--- src/rtl/mem_initiator_pkg.sv ---
`default_nettype none
// ============================================================================
// Module      : mem_initiator_pkg
// Description : Shared types and widths for the register-file memory initiator.
// Revision    : 1.0
// ============================================================================
package mem_initiator_pkg;

    localparam int ADDR_W     = 3;
    localparam int DATA_W     = 8;
    localparam int HOLD_CNT_W = 4;

    typedef enum logic [1:0] {
        IDLE  = 2'd0,
        WRITE = 2'd1,
        READ  = 2'd2,
        RESP  = 2'd3
    } state_t;

endpackage
`default_nettype wire

--- src/rtl/mem_initiator.sv ---
`default_nettype none
// ============================================================================
// Module      : mem_initiator
// Description : Drives the 8x8 register-file memory pins for single read/write
//               requests, holding R or W for HOLD_CYCLES and returning reads.
// Revision    : 1.0
// ============================================================================
module mem_initiator
    import mem_initiator_pkg::*;
#(
    parameter int HOLD_CYCLES = 2
) (
    input  logic              CLK,
    input  logic              RST_N,
    input  logic              req_valid,
    output logic              req_ready,
    input  logic              req_write,
    input  logic [ADDR_W-1:0] req_addr,
    input  logic [DATA_W-1:0] req_wdata,
    output logic              rsp_valid,
    input  logic              rsp_ready,
    output logic [DATA_W-1:0] rsp_rdata,
    output logic              wr_done,
    output logic              adr0,
    output logic              adr1,
    output logic              adr2,
    output logic              i0,
    output logic              i1,
    output logic              i2,
    output logic              i3,
    output logic              i4,
    output logic              i5,
    output logic              i6,
    output logic              i7,
    output logic              R,
    output logic              W,
    input  logic              o0,
    input  logic              o1,
    input  logic              o2,
    input  logic              o3,
    input  logic              o4,
    input  logic              o5,
    input  logic              o6,
    input  logic              o7
);

    localparam logic [HOLD_CNT_W-1:0] c_hold_load = HOLD_CNT_W'(HOLD_CYCLES - 1);
    localparam logic [HOLD_CNT_W-1:0] c_cnt_one   = HOLD_CNT_W'(1);

    state_t                r_state;
    state_t                w_next_state;
    logic [HOLD_CNT_W-1:0] r_cnt;
    logic [ADDR_W-1:0]     r_addr;
    logic [DATA_W-1:0]     r_wdata;
    logic [ADDR_W-1:0]     r_adr;
    logic [DATA_W-1:0]     r_i;
    logic                  r_r;
    logic                  r_w;
    logic                  r_wr_done;
    logic                  r_rsp_valid;
    logic [DATA_W-1:0]     r_rsp_rdata;

    logic                  w_accept;
    logic                  w_cnt_zero;
    logic [DATA_W-1:0]     w_o;
    logic [ADDR_W-1:0]     w_adr_d;
    logic [DATA_W-1:0]     w_i_d;
    logic                  w_r_d;
    logic                  w_w_d;
    logic                  w_wr_done_d;

    assign w_accept   = (r_state == IDLE) && req_valid;
    assign w_cnt_zero = (r_cnt == '0);
    assign w_o        = {o7, o6, o5, o4, o3, o2, o1, o0};

    // State and all memory-side pins are registered together
    always_ff @(posedge CLK or negedge RST_N) begin
        if (!RST_N) begin
            r_state   <= IDLE;
            r_adr     <= '0;
            r_i       <= '0;
            r_r       <= 1'b0;
            r_w       <= 1'b0;
            r_wr_done <= 1'b0;
        end else begin
            r_state   <= w_next_state;
            r_adr     <= w_adr_d;
            r_i       <= w_i_d;
            r_r       <= w_r_d;
            r_w       <= w_w_d;
            r_wr_done <= w_wr_done_d;
        end
    end

    always_comb begin
        w_next_state = r_state;
        case (r_state)
            IDLE:    if (req_valid) w_next_state = req_write ? WRITE : READ;
            WRITE:   if (w_cnt_zero) w_next_state = IDLE;
            READ:    if (w_cnt_zero) w_next_state = RESP;
            RESP:    if (rsp_ready) w_next_state = IDLE;
            default: w_next_state = IDLE;
        endcase
    end

    // Pin values for the cycle after the edge follow the state being entered
    always_comb begin
        w_adr_d     = '0;
        w_i_d       = '0;
        w_r_d       = 1'b0;
        w_w_d       = 1'b0;
        w_wr_done_d = (r_state == WRITE) && w_cnt_zero;
        case (w_next_state)
            WRITE: begin
                w_w_d   = 1'b1;
                w_adr_d = w_accept ? req_addr : r_addr;
                w_i_d   = w_accept ? req_wdata : r_wdata;
            end
            READ: begin
                w_r_d   = 1'b1;
                w_adr_d = w_accept ? req_addr : r_addr;
            end
            default: ;
        endcase
    end

    always_ff @(posedge CLK or negedge RST_N) begin
        if (!RST_N) begin
            r_cnt       <= '0;
            r_addr      <= '0;
            r_wdata     <= '0;
            r_rsp_valid <= 1'b0;
            r_rsp_rdata <= '0;
        end else begin
            if (w_accept) begin
                r_cnt   <= c_hold_load;
                r_addr  <= req_addr;
                r_wdata <= req_wdata;
            end else if (((r_state == WRITE) || (r_state == READ)) && !w_cnt_zero) begin
                r_cnt <= r_cnt - c_cnt_one;
            end
            if ((r_state == READ) && w_cnt_zero) begin
                r_rsp_valid <= 1'b1;
                r_rsp_rdata <= w_o;
            end else if ((r_state == RESP) && rsp_ready) begin
                r_rsp_valid <= 1'b0;
            end
        end
    end

    assign req_ready = (r_state == IDLE);
    assign rsp_valid = r_rsp_valid;
    assign rsp_rdata = r_rsp_rdata;
    assign wr_done   = r_wr_done;
    assign R         = r_r;
    assign W         = r_w;
    assign adr0      = r_adr[0];
    assign adr1      = r_adr[1];
    assign adr2      = r_adr[2];
    assign i0        = r_i[0];
    assign i1        = r_i[1];
    assign i2        = r_i[2];
    assign i3        = r_i[3];
    assign i4        = r_i[4];
    assign i5        = r_i[5];
    assign i6        = r_i[6];
    assign i7        = r_i[7];

endmodule
`default_nettype wire

--- config.mk ---
export PLATFORM = sky130hd
export DESIGN_NAME = mem_initiator
export DESIGN_NICKNAME = d
export VERILOG_FILES = /design/src/rtl/mem_initiator_pkg.sv /design/src/rtl/mem_initiator.sv
export SDC_FILE = /design/constraint.sdc
export NUM_CORES = 1
export LEC_CHECK = 0
export CORE_AREA = 2 2 83 85
export CTS_BUF_LIST = sky130_fd_sc_hd__clkbuf_8 sky130_fd_sc_hd__clkbuf_16
export DETAILED_ROUTE_END_ITERATION = 12
export DIE_AREA = 0 0 85 87
export PLACE_DENSITY_LB_ADDON = 0.25
export SETUP_SLACK_MARGIN = 0.15
export SYNTH_ARGS = -nofsm -noshare
export SYNTH_HDL_FRONTEND = slang
export SYNTH_SLANG_ARGS = --single-unit
--- constraint.sdc ---
create_clock -name CLK -period 2.5 [get_ports CLK]
set_input_delay 0.625 -clock CLK [delete_from_list [all_inputs] [get_ports CLK]]
set_output_delay 0.625 -clock CLK [all_outputs]
set_load 0.005 [all_outputs]
# Word level (Yosys, flattened, before mapping)
# Index checks and enable logic that the tools add are counted.
[totals]
latch_bits = 0
register_bits = 40
rom_bits = 0
out_inout_bits = 24
input_bits = 24
ram_bits = 0
memories = 0
elab_cells = 45
[op_classes]
magnitude_cmp = 0
add_sub_neg = 1
div_mod_pow = 0
eq_ne = 5
multipliers = 0
n_mux = 16
reduce_logical = 12
shift = 0
bitwise_logic = 0
[ops]
columns = ["op", "count"]
rows = [
  ["8-bit 2-to-1 mux", 2],
  ["2-bit 2-to-1 mux", 5],
  ["4-bit 2-to-1 mux", 2],
  ["2-bit one-hot mux with 4 select lines", 1],
  ["2-bit == test, second input constant", 3],
  ["3-bit 2-to-1 mux", 2],
  ["1-bit logical AND", 5],
  ["2-bit by 1-bit == test with 1-bit output, second input constant", 2],
  ["4-bit logical NOT", 1],
  ["1-bit 2-to-1 mux", 4],
  ["2-bit nonzero test", 2],
  ["4-bit by 1-bit subtractor with 4-bit output, second input constant", 1],
  ["2-bit logical NOT", 1],
  ["2-bit OR reduction", 1],
  ["1-bit logical NOT", 1],
  ["1-bit logical OR", 1],
]

# Logic depth before layout (Yosys ltp)
# Gate-level depths: netlist of the first run.
[depth]
ltp_word = 6
depth_mapped = 8
depth_no_buf = 7

# Least setup slack after synthesis of the first run
# OpenSTA, ideal clock, no wires.
[synth_path]
path_kind = "register -> register"
start = "reg r_cnt[0]"
end = "reg r_i[0]"
t_required_ns = 2.434
arrival_ns = 1.809
slack_ns = 0.625
setup_time_ns = 0.066
path_buffers = 1
synth_period_minus_slack_ns = 1.875
path_stages_with_launch = 9
cell_sequence = "dfrtp_1 > inv_1 > ha_1 > or3b_1 > buf_2 > a21o_1 > o221ai_1 > ha_1 > and2_1"
[synth_via]
elab_chain_cells = 5
word_cells_on_any_way = 6
classes_between = "1 x eq/ne; 4 x mux; 1 x reduce/logical"
[synth_lines]
columns = ["item", "line", "rtl"]
rows = [
  ["from (decl)", "mem_initiator.sv:52", "logic [HOLD_CNT_W-1:0] r_cnt;"],
  ["from (signal assigned)", "mem_initiator.sv:136", "r_cnt <= c_hold_load;"],
  ["from (signal assigned)", "mem_initiator.sv:140", "r_cnt <= r_cnt - c_cnt_one;"],
  ["4-bit logical NOT *", "mem_initiator.sv:73", "assign w_cnt_zero = (r_cnt == '0);"],
  ["2-bit 2-to-1 mux (on tied branches)", "mem_initiator.sv:100, mem_initiator.sv:99", ""],
  ["2-bit one-hot mux with 4 select lines *", "mem_initiator.sv:97", "case (r_state)"],
  ["net w_next_state[0]", "mem_initiator.sv:51", "state_t w_next_state;"],
  ["2-bit by 1-bit == test with 1-bit output *", "mem_initiator.sv:113", "case (w_next_state)"],
  ["8-bit 2-to-1 mux *", "mem_initiator.sv:113", ""],
  ["net w_i_d[0]", "mem_initiator.sv:67", "logic [DATA_W-1:0] w_i_d;"],
  ["to (signal assigned)", "mem_initiator.sv:88", "r_i <= w_i_d;"],
  ["to (decl)", "mem_initiator.sv:56", "logic [DATA_W-1:0] r_i;"],
]
# Mark *: on every way through the listed nets, which the timed path passes. The rest lies on a longest branch.
# A chain may end at the register's enable or synchronous reset.

# Worst setup path in the final report of the first run
[layout_path]
start = "reg r_state[0]"
end = "out req_ready"
[layout_via]
elab_chain_cells = 1
[layout_lines]
columns = ["item", "line", "rtl"]
rows = [
  ["from (decl)", "mem_initiator.sv:50", "state_t r_state;"],
  ["from (signal assigned)", "mem_initiator.sv:86", "r_state <= w_next_state;"],
  ["2-bit logical NOT", "mem_initiator.sv:151", "assign req_ready = (r_state == IDLE);"],
  ["to (decl)", "mem_initiator.sv:16", "output logic req_ready,"],
]
# No other way between the ends.

==> run metrics, run 1 <==
status finished clean; Max clock buf depth 2; GRT Residual Overflow 0; final hold vios 0; Compound-Gate Fraction of Synth Area 5.576%; syn nets 152; Worst-Margin Slew 0.8768 ns; largest family of logic cells by synthesized area multiplexers; Synth Area in Simple Gates 11.23%; CTS Root Cell clkbuf_8; Max Cap Viol 0; Critical Path RT ~1.9 ns; Area growth, synth to finish 39.94%; Routed WL per cell 12.59 um; # Post-CTS Setup Buffers 0; H-tree depth 2; CP Launch Type register; class of the worst hold path input pin to asynchronous set/reset pin; distinct cell type count after synthesis 27; fmax 444.7 MHz; Critical Path Max Stage Delay 0.52 ns; starting density of the core 25.28%; crit-path cells inv_1 -> ha_1 -> clkdlybuf4s50_1; top cell type's share of synthesized area 60.29%; Worst setup EP type output port; capture point of the worst reg-to-reg path r_i[2]; I/O Buffers 47; Clk Latency, worst-skew pair ~0.29 ns; Via density 4.343; CP bufs+invs 2; Synth area leaders dfrtp_1 60%, mux2_2 14%, ha_1 6.8%; Fillers 647; synthesized instance count 119; skew final 0.005071 ns; Adder-Cell Fraction of Synth Area slightly below 7%; post-layout util 35.37%; core area between 0.006 and 0.007 mm^2; post-synthesis xor/xnor area fraction 0%; vias 1090; drt pass-1 iters 3; P_leak between 1 and 1.5 nW; Arrival @ worst endpoint 1.62 ns; DRC violations left 0; Yosys reg bits 40; r2r worst-path depth 7; sinks on the clock net 40; share of post-route cells with drive strength above 1 roughly 18%; CTS hold repair buffers 0; DP Area 0.002202 mm^2; setup total negative slack 0 ns; ant diodes 0; GRT Overall Usage under 10%; CP Class register to output port; chip width between 80 and 90 um; total CTS buffers 5; CTS tree built; DRT iter0 DRCs 26; ANT nets after route 0; vias in the first global route 1161; headroom to the max-slew limit around 42%; number of nets in the layout approximately 200; met3 Use GR 3.507%; first-pass GRT wire length ~5200 um; initial antenna violation count 0; final period utilization approximately nine tenths; multi-input logic area 616.8 um^2; family with the most delay on the worst path buffers and inverters; mux cell area share after synthesis 13.56%; FF-to-FF Start r_cnt[0]; unrepaired setup endpoints after global routing false; GRT met1 Usage 9.558%; Reg area ~0.0010 mm^2; routability cong. 0.7206; post-synth top area cell dfrtp_1; Final Cell Area between 0.002 and 0.0025 mm^2; count of final max-slew check failures 0; Worst setup startpoint r_state[0]; Synth Warn # 0; critical-path maximum fanout 6; worst vdd ir 0.0004042 V; pwr/cell area 1146 mW/mm^2; endpoints failing setup 0; met2 Resource Use GR 16.26%; post-synthesis sequential area ratio 60.29%; die area between 0.007 and 0.008 mm^2; HPWL Detailed 2343 um; syn avg cell area ~14 um^2; Rows 30; Netlist Area Pre-Place 0.001660 mm^2; R2R Setup Slk 0.38 ns; CTS clk-pin slew, worst paths 0.08 ns; largest net degree at the start of global routing 41; Crit-path slowest cell clkdlybuf4s50_1; post-cts resize count 0; WL final 3159 um; # IOs 48; Tmin final 2.249 ns; Die Ht a little under 90 um; WHS 0.4433 ns; GR peak layer met2
## registers in the layout, indices dropped and copies added, names as in the netlist, 2 cells and up
register and cells:
r_i 8, r_wdata 8, r_addr 3, r_state 2
rsp_rdata 8, r_adr 3, r_cnt 4
## cells by family after synthesis
logic type	Yosys count
flops	40
simple gates	30
mux	20
compound gates	12
fa+ha+maj	9
buf+inv	8
## routing by layer
| metal | part of all wire, % | vias up |
|---|---|---|
| met2 | 50 | 30 |
| met4 | 2.0 | 0 |
| met5 | 0 | - |
| met3 | 6.8 | 7 |
| met1 | 41 | 542 |
| li1 | - | 511 |
## report_power, final
group          internal [mW]  leakage, nW  switching [mW]  total (mW)
Clock                  0.326       0.0614           0.230       0.557
Sequential             0.925        0.502           0.117        1.04
Combinational          0.642        0.459           0.421        1.06
## synthesized netlist by cell type
master and instances:
a21o_1 3, a21oi_1 2, a31o_2 1, a32o_1 1, a32oi_1 1, and2_1 10
and3_1 2, buf_2 1, buf_4 1, buf_6 1, dfrtp_1 40, ha_1 9
inv_1 5, mux2_2 20, nand2_1 3, nand2_2 1, nand2b_1 4, nand3_1 3
nor2b_1 3, nor3b_1 1, nor4b_1 1, o21ai_0 1, o221a_1 1, o221ai_1 1
o31ai_1 1, or3b_1 1, or4b_1 1
## area by class of cell
| class | count | share of cell area [%] |
|---|---|---|
| Tap cell | 80 | 4.308 |
| Clock buffer | 6 | 3.554 |
| Inverter | 5 | 0.8078 |
| Multi-Input combinational cell | 71 | 26.55 |
| Clock inverter | 2 | 1.669 |
| Sequential cell | 40 | 43.08 |
| Timing Repair Buffer | 47 | 20.03 |
## worst reg2reg max path, stage by stage, from the launching register on
cell	delay, ns
dfrtp_1	0.41
inv_1	0.09
ha_1	0.15
or3b_1	0.45
a21o_1	0.23
o221ai_1	0.21
ha_1	0.35
and2_1	0.18
## cell usage in the layout, fill, tap and decap left out, drive strengths merged, types with 2 or more instances in the layout
master	synthesis	final
ha	9	9
clkdlybuf4s50	0	46
clkbuf	0	6
nor2b	3	3
dfrtp	40	40
and2	10	10
inv	5	5
a21oi	2	2
nand3	3	3
nand2	4	4
and3	2	2
a21o	3	3
mux2	20	20
nand2b	4	4
## worst max path at each step
stage / end / slack (ns) / cells after the start
2_1_floorplan: r_i[0] / 0.63 / 8
3_3_place_gp: r_i[5] / 0.16 / 6
3_5_place_dp: r_i[2] / 0.11 / 6
4_1_cts: req_ready / 0.24 / 3
5_1_grt: req_ready / 0.17 / 3
6_report: req_ready / 0.25 / 3
## through the flow
stage / std cells / worst slack, ns / total power, mW
after floorplan: 119 / 0.6251 / 1.650
after global placement: 243 / 0.1606 / 2.098
after detailed placement: 243 / 0.1128 / 2.148
after CTS: 251 / 0.2356 / 2.717
after global routing: 251 / 0.1717 / 2.861
final: 251 / 0.2513 / 2.662
(Power assumes the default switching activity.)
==> inputs of run 2 (changes only) <==
--- a/config.mk
+++ b/config.mk
@@ -11,6 +11,7 @@
 export DIE_AREA = 0 0 85 87
 export PLACE_DENSITY_LB_ADDON = 0.25
 export SETUP_SLACK_MARGIN = 0.15
+export SLEW_MARGIN = 20
 export SYNTH_ARGS = -nofsm -noshare
 export SYNTH_HDL_FRONTEND = slang
 export SYNTH_SLANG_ARGS = --single-unit
==> results of run 2 <==
The final DEF is identical to that of run 1; final timing and power are the same.
==> inputs of run 3 (changes only) <==
--- a/config.mk
+++ b/config.mk
@@ -9,9 +9,10 @@
 export CTS_BUF_LIST = sky130_fd_sc_hd__clkbuf_8 sky130_fd_sc_hd__clkbuf_16
 export DETAILED_ROUTE_END_ITERATION = 12
 export DIE_AREA = 0 0 85 87
+export GPL_ROUTABILITY_DRIVEN = 1
 export PLACE_DENSITY_LB_ADDON = 0.25
+export RECOVER_POWER = 50
 export SETUP_SLACK_MARGIN = 0.15
-export SLEW_MARGIN = 20
 export SYNTH_ARGS = -nofsm -noshare
 export SYNTH_HDL_FRONTEND = slang
 export SYNTH_SLANG_ARGS = --single-unit
==> run 3 against run 2 <==
  * Non-clock buffer count unchanged
  * Combinational power about the same
  * Sequential share of layout area about the same
  * Sequential power about the same
  * Routed wire length about the same
  * Worst setup slack better by 0.021 ns
  * Die area unchanged
  * Hold slack better by 0.033 ns
  * Global-route usage unchanged
  * Clock skew about the same
  * Final cell count unchanged
  * Design area down 0.11%
  * Critical endpoint unchanged
==> run metrics, run 3 (synthesis results as in run 1) <==
CP Class register to output port; largest net degree at the start of global routing 41 (unchanged); starting density of the core 25.28% (unchanged); final period utilization 89.11% (-0.84 points); endpoints failing setup 0 (unchanged); Clk Latency, worst-skew pair 0.29 ns (about the same); ANT nets after route 0 (unchanged); die area 0.007395 mm^2 (unchanged); Max Cap Viol 0 (unchanged); first-pass GRT wire length 5223 um (unchanged); CTS tree built; I/O Buffers 47 (unchanged); unrepaired setup endpoints after global routing false; Max clock buf depth 2 (unchanged); worst vdd ir 0.0004038 V (about the same); GRT Overall Usage 9.170% (unchanged); # Post-CTS Setup Buffers 0 (unchanged); status finished clean; crit-path cells inv_1 -> ha_1 -> clkdlybuf4s50_1; P_leak 1.021 nW (-0.11%); class of the worst hold path input pin to asynchronous set/reset pin; DRT iter0 DRCs 21 (-19%); vias in the first global route 1161 (unchanged); CP bufs+invs 2 (unchanged); CP Launch Type register; total CTS buffers 5 (unchanged); Worst-Margin Slew 0.9802 ns (+0.1034 ns); fmax 448.9 MHz (+0.94%); Routed WL per cell 12.59 um (about the same); core area 0.006569 mm^2 (unchanged); Critical Path Max Stage Delay 0.51 ns (about the same); Die Ht 87 um (unchanged); count of final max-slew check failures 0 (unchanged); final hold vios 0 (unchanged); post-cts resize count 0 (unchanged); DRC violations left 0 (unchanged); Fillers 646 (-0.15%); skew final 0.005174 ns (+0.0001029 ns); setup total negative slack 0 ns (unchanged); pwr/cell area 1145 mW/mm^2 (about the same); share of post-route cells with drive strength above 1 16.96% (-1.2 points); Rows 30 (unchanged); initial antenna violation count 0 (unchanged); commonest non-fill, non-tap cells in the layout 46 x clkdlybuf4s50_1, 40 x dfrtp_1, 19 x mux2_2; Tmin final 2.228 ns (-0.02089 ns); post-layout util 35.33% (-0.038 points); CTS Root Cell clkbuf_8; critical-path maximum fanout 6 (unchanged); CTS clk-pin slew, worst paths 0.08 ns (about the same); Setup WS post-layout 0.2721 ns (+0.02089 ns); family with the most delay on the worst path buffers and inverters; H-tree depth 2 (unchanged); Crit-path slowest cell clkdlybuf4s50_1; Worst setup EP type output port; vias 1088 (-0.18%); number of nets in the layout 203 (unchanged); Arrival @ worst endpoint 1.60 ns (-0.02 ns); most common cell after layout, fill and taps aside clkdlybuf4s50_1; GRT Residual Overflow 0 (unchanged); headroom to the max-slew limit 34.65% (-6.9 points); dpl ws 0.1128 ns (unchanged); drt pass-1 iters 3 (unchanged); # IOs 48 (unchanged); WL final 3160 um (about the same); CTS hold repair buffers 0 (unchanged); ant diodes 0 (unchanged); Area growth, synth to finish 39.79%; Critical Path RT 1.88 ns (about the same); HPWL Detailed 2343 um (unchanged); Via density 4.335 (-0.18%); sinks on the clock net 40 (unchanged); chip width 85 um (unchanged); routability cong. 0.7206 (unchanged)
-- run 3: changes by cell type in the layout (fill, tap and decap cells not counted), sizes merged --
cell and delta:
buf -1, clkbuf +1
-- run 3: per-stage QoR --
step / hold slack, ns / area (um^2) / std cells / power [mW]
after floorplan: 0.3294 / 1660 / 119 / 1.650
after global placement: 0.4736 / 2202 / 243 / 2.098
after detailed placement: 0.4702 / 2202 / 243 / 2.148
after CTS: 0.4777 / 2323 / 251 / 2.717
after global routing: 0.5036 / 2321 / 251 / 2.856
final: 0.4764 / 2321 / 251 / 2.658
-- run 3: cell type report --
class / instances / area [um^2] / share of cell area (%)
flip-flops and latches: 40 / 1001 / 43.13
clock inverters: 2 / 38.79 / 1.671
multi-input cells: 71 / 614.3 / 26.47
repair buffers: 47 / 465.4 / 20.05
inverters: 5 / 18.77 / 0.8086
clock buffers: 6 / 82.58 / 3.558
well taps: 80 / 100.1 / 4.313
-- run 3: worst paths after layout --
check | start | end | slack (ns) | cells after the start
worst max-delay path | r_state[0] | req_ready | 0.27 | 3
worst min-delay path | RST_N | R | 0.48 | 1
worst max register to register | r_cnt[0] | r_i[2] | 0.38 | 7
worst min register to register | rsp_valid | rsp_valid | 0.48 | 1
max in group asynchronous | RST_N | r_cnt[3] | 1.41 | 1
min in group CLK | rsp_valid | rsp_valid | 0.48 | 1
-- run 3: worst register-to-register path, cell delays in order (launching register included) --
cell      delay, ns
dfrtp_1        0.41
inv_1          0.09
ha_1           0.15
or3b_1         0.45
a21o_1         0.23
o221ai_1       0.21
ha_1           0.35
and2_1         0.18
-- run 3: layer usage --
metal	GRT usage (%)	share of wire (%)	up-vias
met4	4.329	1.8	0
met5	0	0	-
met2	16.26	50	30
li1	-	-	512
met3	3.507	6.9	6
met1	9.558	41	540
-- run 3: power breakdown --
part / internal, mW / total, mW / switching [mW]
logic: 0.639 / 1.06 / 0.420
registers: 0.925 / 1.04 / 0.117
clock network: 0.326 / 0.557 / 0.231
total: 1.89 / 2.66 / 0.768
